**config.mk**
```make
export PLATFORM = sky130hd
export DESIGN_NAME = hazard_ctrl_flat
export DESIGN_NICKNAME = d
export VERILOG_FILES = /design/src/rtl/hazard_if.sv /design/src/rtl/hazard_ctrl.sv /design/src/flat_wrapper.sv
export SDC_FILE = /design/constraint.sdc
export NUM_CORES = 1
export LEC_CHECK = 0
export ABC_CLOCK_PERIOD_IN_PS = 4300
export BUFFER_PORTS_ARGS = -buffer_cell sky130_fd_sc_hd__buf_2
export CAP_MARGIN = 25
export CORE_MARGIN = 1.5
export CORE_UTILIZATION = 58
export CTS_CLUSTER_SIZE = 28
export DETAILED_ROUTE_END_ITERATION = 7
export PLACE_DENSITY = 0.85
export REMOVE_ABC_BUFFERS = 1
export SYNTH_ARGS = -nofsm -noshare
export SYNTH_HDL_FRONTEND = slang
export SYNTH_SLANG_ARGS = --single-unit
```
**constraint.sdc**
```tcl
create_clock -name clk -period 4.3 [get_ports clk]
set_input_delay 0.645 -clock clk [delete_from_list [all_inputs] [get_ports clk]]
set_output_delay 0.645 -clock clk [all_outputs]
set_load 0.02 [all_outputs]
```
**src/rtl/hazard_if.sv**
```systemverilog
// Signal bundle between the OTTER pipeline datapath and its hazard/sequencing controller.
// The datapath drives hazard sources (master); the controller drives stage enables/bubbles (slave).
interface hazard_if #(
  parameter int unsigned CNT_W = 32
);
  logic [4:0]       if_id_rs1;
  logic [4:0]       if_id_rs2;
  logic             if_id_use_rs1;
  logic             if_id_use_rs2;
  logic [4:0]       id_ex_rd;
  logic             id_ex_memread;
  logic             ex_branch_taken;
  logic             imem_ready;
  logic             dmem_busy;

  logic             pc_write;
  logic             if_id_write;
  logic             id_ex_write;
  logic             ex_mem_write;
  logic             if_id_flush;
  logic             id_ex_flush;
  logic             mem_wb_flush;
  logic             mem_timeout;
  logic [CNT_W-1:0] stall_count;
  logic [CNT_W-1:0] flush_count;

  modport master (
    output if_id_rs1, if_id_rs2, if_id_use_rs1, if_id_use_rs2, id_ex_rd, id_ex_memread,
           ex_branch_taken, imem_ready, dmem_busy,
    input  pc_write, if_id_write, id_ex_write, ex_mem_write, if_id_flush, id_ex_flush,
           mem_wb_flush, mem_timeout, stall_count, flush_count
  );

  modport slave (
    input  if_id_rs1, if_id_rs2, if_id_use_rs1, if_id_use_rs2, id_ex_rd, id_ex_memread,
           ex_branch_taken, imem_ready, dmem_busy,
    output pc_write, if_id_write, id_ex_write, ex_mem_write, if_id_flush, id_ex_flush,
           mem_wb_flush, mem_timeout, stall_count, flush_count
  );
endinterface

```
**src/rtl/hazard_ctrl.sv**
```systemverilog
// Stage enable/bubble sequencing for the 5-stage OTTER pipeline: load-use stalls, redirects,
// IMEM/DMEM waits, stale-fetch discard after redirect, DMEM timeout and perf counters.
module hazard_ctrl #(
  parameter int unsigned TIMEOUT = 255,
  parameter int unsigned CNT_W   = 32
) (
  input  logic     clk,
  input  logic     rst_n,
  hazard_if.slave  bus
);

  localparam logic [15:0] TimeoutVal = 16'(TIMEOUT);

  typedef enum logic [0:0] {StRun, StDwait} state_e;

  state_e           state_q, state_d;
  logic             discard_q, discard_d;
  logic [15:0]      wait_q, wait_d;
  logic             timeout_q, timeout_d;
  logic [CNT_W-1:0] stall_q, stall_d;
  logic [CNT_W-1:0] flush_q, flush_d;

  logic pc_write, if_id_write, id_ex_write, ex_mem_write;
  logic if_id_flush, id_ex_flush, mem_wb_flush;
  logic load_use;
  logic redirect;

  // Load-use is the only RAW hazard the forwarding unit cannot cover.
  always_comb begin
    load_use = 1'b0;
    if (bus.id_ex_memread && (bus.id_ex_rd != 5'd0)) begin
      load_use = (bus.if_id_use_rs1 && (bus.if_id_rs1 == bus.id_ex_rd)) ||
                 (bus.if_id_use_rs2 && (bus.if_id_rs2 == bus.id_ex_rd));
    end
  end

  // Stage controls: a single priority row wins each cycle.
  always_comb begin
    pc_write     = 1'b1;
    if_id_write  = 1'b1;
    id_ex_write  = 1'b1;
    ex_mem_write = 1'b1;
    if_id_flush  = 1'b0;
    id_ex_flush  = 1'b0;
    mem_wb_flush = 1'b0;
    discard_d    = discard_q;
    redirect     = 1'b0;

    if (!rst_n) begin
      pc_write     = 1'b0;
      if_id_write  = 1'b0;
      id_ex_write  = 1'b0;
      ex_mem_write = 1'b0;
      if_id_flush  = 1'b1;
      id_ex_flush  = 1'b1;
      mem_wb_flush = 1'b1;
    end else if (bus.dmem_busy) begin
      // Freeze everything up to EX/MEM; a branch in EX waits and is re-evaluated on release.
      pc_write     = 1'b0;
      if_id_write  = 1'b0;
      id_ex_write  = 1'b0;
      ex_mem_write = 1'b0;
      mem_wb_flush = 1'b1;
    end else if (bus.ex_branch_taken) begin
      if_id_flush = 1'b1;
      id_ex_flush = 1'b1;
      redirect    = 1'b1;
      // If the target word is not back yet, the in-flight fetch is stale and must be dropped.
      discard_d   = !bus.imem_ready;
    end else if (load_use) begin
      pc_write    = 1'b0;
      if_id_write = 1'b0;
      id_ex_flush = 1'b1;
    end else if (discard_q && bus.imem_ready) begin
      pc_write    = 1'b0;
      if_id_flush = 1'b1;
      discard_d   = 1'b0;
    end else if (!bus.imem_ready) begin
      pc_write    = 1'b0;
      if_id_flush = 1'b1;
    end
  end

  // DMEM wait tracking and counters.
  always_comb begin
    state_d   = state_q;
    wait_d    = wait_q;
    timeout_d = timeout_q;
    stall_d   = stall_q;
    flush_d   = flush_q;

    if (bus.dmem_busy) begin
      state_d = StDwait;
      if (state_q == StRun) begin
        wait_d = 16'd1;
      end else if (wait_q < TimeoutVal) begin
        wait_d = wait_q + 16'd1;
      end
    end else begin
      state_d = StRun;
      wait_d  = 16'd0;
    end

    if (bus.dmem_busy && (wait_d >= TimeoutVal)) begin
      timeout_d = 1'b1;
    end

    if (!pc_write) begin
      stall_d = stall_q + CNT_W'(1);
    end
    if (redirect) begin
      flush_d = flush_q + CNT_W'(1);
    end
  end

  always_ff @(posedge clk or negedge rst_n) begin
    if (!rst_n) begin
      state_q   <= StRun;
      discard_q <= 1'b0;
      wait_q    <= 16'd0;
      timeout_q <= 1'b0;
      stall_q   <= '0;
      flush_q   <= '0;
    end else begin
      state_q   <= state_d;
      discard_q <= discard_d;
      wait_q    <= wait_d;
      timeout_q <= timeout_d;
      stall_q   <= stall_d;
      flush_q   <= flush_d;
    end
  end

  assign bus.pc_write     = pc_write;
  assign bus.if_id_write  = if_id_write;
  assign bus.id_ex_write  = id_ex_write;
  assign bus.ex_mem_write = ex_mem_write;
  assign bus.if_id_flush  = if_id_flush;
  assign bus.id_ex_flush  = id_ex_flush;
  assign bus.mem_wb_flush = mem_wb_flush;
  assign bus.mem_timeout  = timeout_q;
  assign bus.stall_count  = stall_q;
  assign bus.flush_count  = flush_q;

endmodule

```
**src/flat_wrapper.sv**
```systemverilog
// flat-port wrapper written by rule: the top's interface ports become plain ports
module hazard_ctrl_flat 
#(
  parameter int unsigned TIMEOUT = 255,
  parameter int unsigned CNT_W   = 32
)
  (clk, rst_n, bus_if_id_rs1, bus_if_id_rs2, bus_if_id_use_rs1, bus_if_id_use_rs2, bus_id_ex_rd, bus_id_ex_memread, bus_ex_branch_taken, bus_imem_ready, bus_dmem_busy, bus_pc_write, bus_if_id_write, bus_id_ex_write, bus_ex_mem_write, bus_if_id_flush, bus_id_ex_flush, bus_mem_wb_flush, bus_mem_timeout, bus_stall_count, bus_flush_count);
  hazard_if #(.CNT_W(CNT_W)) bus_i ();
  input  logic clk;
  input  logic rst_n;
  input wire logic [$bits(bus_i.if_id_rs1)-1:0] bus_if_id_rs1;
  input wire logic [$bits(bus_i.if_id_rs2)-1:0] bus_if_id_rs2;
  input wire logic [$bits(bus_i.if_id_use_rs1)-1:0] bus_if_id_use_rs1;
  input wire logic [$bits(bus_i.if_id_use_rs2)-1:0] bus_if_id_use_rs2;
  input wire logic [$bits(bus_i.id_ex_rd)-1:0] bus_id_ex_rd;
  input wire logic [$bits(bus_i.id_ex_memread)-1:0] bus_id_ex_memread;
  input wire logic [$bits(bus_i.ex_branch_taken)-1:0] bus_ex_branch_taken;
  input wire logic [$bits(bus_i.imem_ready)-1:0] bus_imem_ready;
  input wire logic [$bits(bus_i.dmem_busy)-1:0] bus_dmem_busy;
  output wire logic [$bits(bus_i.pc_write)-1:0] bus_pc_write;
  output wire logic [$bits(bus_i.if_id_write)-1:0] bus_if_id_write;
  output wire logic [$bits(bus_i.id_ex_write)-1:0] bus_id_ex_write;
  output wire logic [$bits(bus_i.ex_mem_write)-1:0] bus_ex_mem_write;
  output wire logic [$bits(bus_i.if_id_flush)-1:0] bus_if_id_flush;
  output wire logic [$bits(bus_i.id_ex_flush)-1:0] bus_id_ex_flush;
  output wire logic [$bits(bus_i.mem_wb_flush)-1:0] bus_mem_wb_flush;
  output wire logic [$bits(bus_i.mem_timeout)-1:0] bus_mem_timeout;
  output wire logic [$bits(bus_i.stall_count)-1:0] bus_stall_count;
  output wire logic [$bits(bus_i.flush_count)-1:0] bus_flush_count;
  assign bus_i.if_id_rs1 = bus_if_id_rs1;
  assign bus_i.if_id_rs2 = bus_if_id_rs2;
  assign bus_i.if_id_use_rs1 = bus_if_id_use_rs1;
  assign bus_i.if_id_use_rs2 = bus_if_id_use_rs2;
  assign bus_i.id_ex_rd = bus_id_ex_rd;
  assign bus_i.id_ex_memread = bus_id_ex_memread;
  assign bus_i.ex_branch_taken = bus_ex_branch_taken;
  assign bus_i.imem_ready = bus_imem_ready;
  assign bus_i.dmem_busy = bus_dmem_busy;
  assign bus_pc_write = bus_i.pc_write;
  assign bus_if_id_write = bus_i.if_id_write;
  assign bus_id_ex_write = bus_i.id_ex_write;
  assign bus_ex_mem_write = bus_i.ex_mem_write;
  assign bus_if_id_flush = bus_i.if_id_flush;
  assign bus_id_ex_flush = bus_i.id_ex_flush;
  assign bus_mem_wb_flush = bus_i.mem_wb_flush;
  assign bus_mem_timeout = bus_i.mem_timeout;
  assign bus_stall_count = bus_i.stall_count;
  assign bus_flush_count = bus_i.flush_count;
  hazard_ctrl #(.TIMEOUT(TIMEOUT), .CNT_W(CNT_W)) u_core (.clk(clk), .rst_n(rst_n), .bus(bus_i));
endmodule
```
* After elaboration in Yosys (flattened, before gate mapping)
Index checks and enable logic that the tools add are counted.
** Storage, ports and cells
- Bits in registers :: 83
- Bits of input ports :: 23
- Output and inout bits :: 72
** Cells by class
- $add $sub $neg :: 3
- $lt $le $gt $ge :: 2
- Eq/ne operators :: 3
- Mux-type cells :: 34
- Bitwise logic cells :: 1
- Reductions and logical operators :: 10
** Operators with widths (count)
- 32-bit by 1-bit adder with 32-bit output, second input constant :: 2
- 16-bit two-way mux :: 3
- 1-bit two-way mux :: 31
- 16-bit by 1-bit adder with 16-bit output, second input constant :: 1
- 16-bit by 8-bit >= comparator with 1-bit output, second input constant :: 1
- 16-bit by 8-bit less-than comparator with 1-bit output, second input constant :: 1
- 5-bit equality test :: 2
- 1-bit logical AND :: 5
- 5-bit nonzero test :: 1
- 4-bit AND reduction :: 1
- 2-bit != test, second input constant :: 1
- 2-bit nonzero test :: 1
- 1-bit zero test :: 1
- 1-bit logical OR :: 1
- 1-bit inverter :: 1

* Longest topological paths before layout
- Word-level depth :: 8
- Gate-level depth with buffers :: 8

* Worst setup path before layout
No wires, ideal clock.
- Path kind :: in2out
- Start point :: input bus_id_ex_rd[0]
- End point :: output bus_if_id_flush
- Arrival :: 1.975 ns
- Required time :: 3.655 ns
- Path slack :: 1.680 ns
- Stages :: 5
- Cells stage by stage :: or4_1 o21ai_1 nand2b_1 a21oi_1 o21ai_0
** On the way
- Word-level cells in the longest chain between the ends :: 8
- Elaborated cells on any way between the ends :: 12
- Classes of those cells :: eq/ne: 2; mux: 5; reduce/logical: 5
** Ends and longest elaborated chain
- from (decl) :: RTL line flat_wrapper.sv:15 : input wire logic [$bits(bus_i.id_ex_rd)-1:0] bus_id_ex_rd;
- 5-bit equality test (on tied branches) :: RTL line hazard_ctrl.sv:32, hazard_ctrl.sv:33
- 1-bit logical AND (on tied branches) :: RTL line hazard_ctrl.sv:32, hazard_ctrl.sv:33
- 1-bit logical OR :: RTL line hazard_ctrl.sv:32 : load_use = (bus.if_id_use_rs1 && (bus.if_id_rs1 == bus.id_ex_rd)) ||
- 1-bit two-way mux (*) :: RTL line hazard_ctrl.sv:31 : if (bus.id_ex_memread && (bus.id_ex_rd != 5'd0)) begin
- 1-bit two-way mux (*) :: RTL line hazard_ctrl.sv:70 : end else if (load_use) begin
- 1-bit two-way mux (*) :: RTL line hazard_ctrl.sv:64 : end else if (bus.ex_branch_taken) begin
- 1-bit two-way mux (*) :: RTL line hazard_ctrl.sv:57 : end else if (bus.dmem_busy) begin
- 1-bit two-way mux (*) :: RTL line hazard_ctrl.sv:49 : if (!rst_n) begin
- to (decl) :: RTL line flat_wrapper.sv:24 : output wire logic [$bits(bus_i.if_id_flush)-1:0] bus_if_id_flush;
Mark *: on every way between the ends. The rest lies on a longest branch, timed or not.

* Worst setup path after layout
- Start point :: input bus_id_ex_rd[0]
- End point :: output bus_pc_write
** On the way
- Word-level cells in the longest chain between the ends :: 8
- Elaborated cells on any way between the ends :: 12
- Classes of those cells :: eq/ne: 2; mux: 5; reduce/logical: 5
** Ends and longest elaborated chain
- 5-bit equality test (on tied branches) :: RTL line hazard_ctrl.sv:32, hazard_ctrl.sv:33
- 1-bit logical AND (on tied branches) :: RTL line hazard_ctrl.sv:32, hazard_ctrl.sv:33
- 1-bit logical OR :: RTL line hazard_ctrl.sv:32
- 1-bit two-way mux (*) :: RTL line hazard_ctrl.sv:31
- 1-bit two-way mux (*) :: RTL line hazard_ctrl.sv:70
- 1-bit two-way mux (*) :: RTL line hazard_ctrl.sv:64
- 1-bit two-way mux (*) :: RTL line hazard_ctrl.sv:57
- 1-bit two-way mux (*) :: RTL line hazard_ctrl.sv:49
- to (decl) :: RTL line flat_wrapper.sv:20 : output wire logic [$bits(bus_i.pc_write)-1:0] bus_pc_write;
Marked as above.

==> impl_summary.txt <==
----------------------------------------------------
[Worst setup path]
  Cell with the largest stage delay on the worst path ... or4_1
  Internal reg-to-reg setup slack ... 1980 ps
  Startpoint types ... input pin
  Worst-path maximum fanout ... 33
  Worst flop-to-flop path startpoint ... u_core.wait_q[0]
  R2R cell count ... 7
  Slowest cell delay on critical path ... ~510 ps
  Buffers and inverters on the worst path ... 3
  Crit path top cell by count ... buf_2
  Setup crit start ... bus_id_ex_rd[0]
  Cells along the critical path ... buf_2 -> or4_1 -> o21ai_1 -> nor2_1 -> a21oi_2 -> buf_4 -> buf_2
  Worst setup EP type ... output port
  Data required, critical path ... 3650 ps
  Crit-path leading delay family ... buffers and inverters
  Critical path class ... in -> out
  Destination of the worst register-to-register timing path ... u_core.bus.mem_timeout
  Endpoint arrival time on the critical path ... between 2000 and 2500 ps

[STA]
  Post-layout worst setup margin ... 1430 ps
  Unrepaired setup endpoints after global routing ... false
  Transition time at the pin with the least slew margin ... ~600 ps
  Maximum clock skew at final layout ... 7.88 ps
  Final hold violation count ... 0
  Shortest clock period the worst path allows after layout ... around 2900 ps
  Maximum clock frequency ... 348 MHz
  Final cycle utilization of the critical path ... 66.8%
  Aggregate negative setup slack ... 0 ps
  Max-slew violation count ... 0
  Slew headroom ... ~60%
  Finish-stage setup viols ... 0

[CTS]
  Number of buffers on the longest clock path ... 2
  Num CTS Buffers ... 9
  Skew-Pair Late Insertion Delay ... 350 ps
  Number of setup buffers added after CTS ... 0
  Number of gates given a new drive strength after cts ... 0
  Clk sinks ... 83
  Max H-tree Level ... 3
  Root buf cell ... clkbuf_8
  Clock tree from TritonCTS ... built
  CTS clk-pin slew, worst paths ... 80 ps
  Quantity of hold-fixing buffers added after cts ... 0

[Place]
  Detailed Place HPWL ... 5560 µm
  IO buf count ... 94
  Cell Count Post-Placement ... 535
  Final estimated routing congestion in global placement ... just over 0.8
  Worst slack after detailed placement ... 1430 ps
  Placed cell area ... 4550 µm²

[Finish]
  Most common library cell in the layout ignoring fill and taps ... buf_2
  Area taken by multi-input logic gates ... between 1500 and 2000 µm²
  Antenna diode count ... 0
  Area growth from synthesis to layout ... 19.8%
  Post-route non-filler standard cell count ... 552
  Fill cell instance count of the final layout ... 474
  Fraction of final layout cells with drive strength greater than 1 ... 28.8%
  Area taken by flip-flops and latches ... 2080 µm²
  Nets ... 493
  Share of the core filled with cells in the final layout ... 71.4%
  Area of all placed cells without fillers ... 4800 µm²
  Highest-count cells in the layout ignoring fill and taps ... buf_2 (93), dfrtp_1 (83), nand2_1 (41), xor2_1 (41), xnor2_1 (38)

[Pwr]
  Proportion of power drawn by combinational gates ... slightly below 20%
  Leakage power ... 2.29 nW
  Clock Power Share ... 32.1%
  Fraction of power spent switching nets ... 31.3%
  Max IR drop VDD ... between 0.2 and 0.25 mV
  Net load switching power ... 615 µW
  Pwr per Cell Area ... roughly 410 nW/µm²
  Pint ... roughly 1.3 mW
  Sequential cell fraction of total power ... between 40% and 50%

[Global routing]
  Initial antenna violation count ... 0
  Wire length of the first global-routing pass ... 13200 µm
  Maximum number of pins on one net before global-route repair ... 86
  Total routing usage reported by global routing ... 22.7%
  Sum of overflow across all layers after global routing ... 0
  Number of global-route vias before repair ... 2849

[Yosys]
  Async set or reset register ratio after synthesis ... 100%
  Register area share after synthesis ... 51.8%
  Synthesized instance count ... 370
  Top cells by area, synth ... dfrtp_1 (52%), xor2_1 (9.0%), xnor2_1 (8.3%)
  Area share of the largest cell type after synthesis ... 51.8%
  Number of distinct standard cells referenced by the synthesized netlist ... 52
  Count of flip-flops with a built-in enable after synthesis ... 0
  Post-synthesis area per instance ... roughly 11 µm²
  Main flop type after synthesis ... dfrtp_1
  Post-synthesis cell type with the largest combined area ... dfrtp_1
  Syn. warnings ... 0
  Synthesized area ... between 4000 and 5000 µm²
  Synth Register Bits ... 83

[Floorplan]
  Standard-cell row count ... 30
  Initial cell density of the core ... 59.6%
  Die Span X ... 86.1 µm
  Floorplan die height ... between 80 and 90 µm
  I/O pin count ... 95
  Core Footprint ... about 6700 µm²
  Die Outline Area ... 7410 µm²

[Routing]
  Wire length reported by the detailed router ... around 8000 µm
  DR vias ... 3080
  Post-DRT Antenna Nets ... 0
  Total iterations of the first detailed-routing run ... 4
  Detailed Route Iter0 Violations ... between 150 and 200
  Post-detailed-route DRC marker count ... 0
  Detailed-route wire length per cell ... around 14 µm
  Via-to-Cell Ratio ... 5.58

[Worst hold path]
  Worst Hold Class ... in -> async

[Job]
  Maximum Capacitance Violations ... 0

[Status]
  Result of the run ... completed

----------------------------------------------------
-- power groups by stage --
stage	Combinational (mW)	Sequential (mW)	Clock, mW
after detailed placement	0.380	0.967	0
after global placement	0.369	0.962	0
after CTS	0.383	0.953	0.646
after floorplan	0.148	1.04	0
final	0.381	0.953	0.630
after global routing	0.417	0.965	0.677
-- state kept, by name, indices dropped and copies added (netlist names) --
name / count
u_core.bus.flush_count: 32
u_core.bus.stall_count: 32
u_core.wait_q: 16
u_core.bus.mem_timeout: 1
u_core.discard_q: 1
u_core.state_q: 1
-- cells by family after synthesis --
logic type	Yosys count	synth area share (%)
xor gates and xnor gates	79	17.3
AOI/OAI and AO/OA	18	3.34
buffers and inverters	15	1.59
DFF	83	51.8
and+or+nand+nor	169	24.2
adders and majority gates	3	0.937
muxes	3	0.812
-- area by class of cell --
class	count	share of cell area, %
Clock inverter	6	1.85
Sequential cell	83	43.3
Inverter	4	0.313
Timing Repair Buffer	97	10.7
Clock buffer	10	2.87
Tap cell	80	2.09
Multi-Input combinational cell	272	38.9
-- how the worst max path moves through the flow --
stage | endpoint | depth (start not counted)
6_report | bus_pc_write | 7
2_1_floorplan | bus_pc_write | 3
5_1_grt | bus_pc_write | 7
3_5_place_dp | bus_pc_write | 7
4_1_cts | bus_pc_write | 7
3_3_place_gp | bus_pc_write | 7
-- through the flow --
stage / total power [mW] / hold slack (ps)
finish: 1.96 / 302
global route: 2.06 / 319
CTS: 1.98 / 440
detailed placement: 1.35 / 457
global placement: 1.33 / 456
floorplan: 1.19 / 349
-- routing by layer --
layer / vias to the layer above / GRT usage [%] / wire [µm]
li1: 1471 / - / -
met1: 1505 / 29.5 / 3670
met2: 93 / 36.1 / 3780
met3: 11 / 8.08 / 433
met4: 0 / 6.60 / 112
met5: - / 0 / 0
-- cells in the mapped netlist (4+ instances only) --
cell type,instances
dfrtp_1,83
nor3_1,17
inv_1,4
nor2_1,21
nor2b_1,4
nand4_1,11
nand3_1,13
nor4_1,6
xnor2_1,38
xor2_1,41
nor4b_1,6
nand2_1,41
and3_1,12
clkbuf_1,7
nand2b_1,5
No activity file was read; power rests on OpenSTA's default activity.
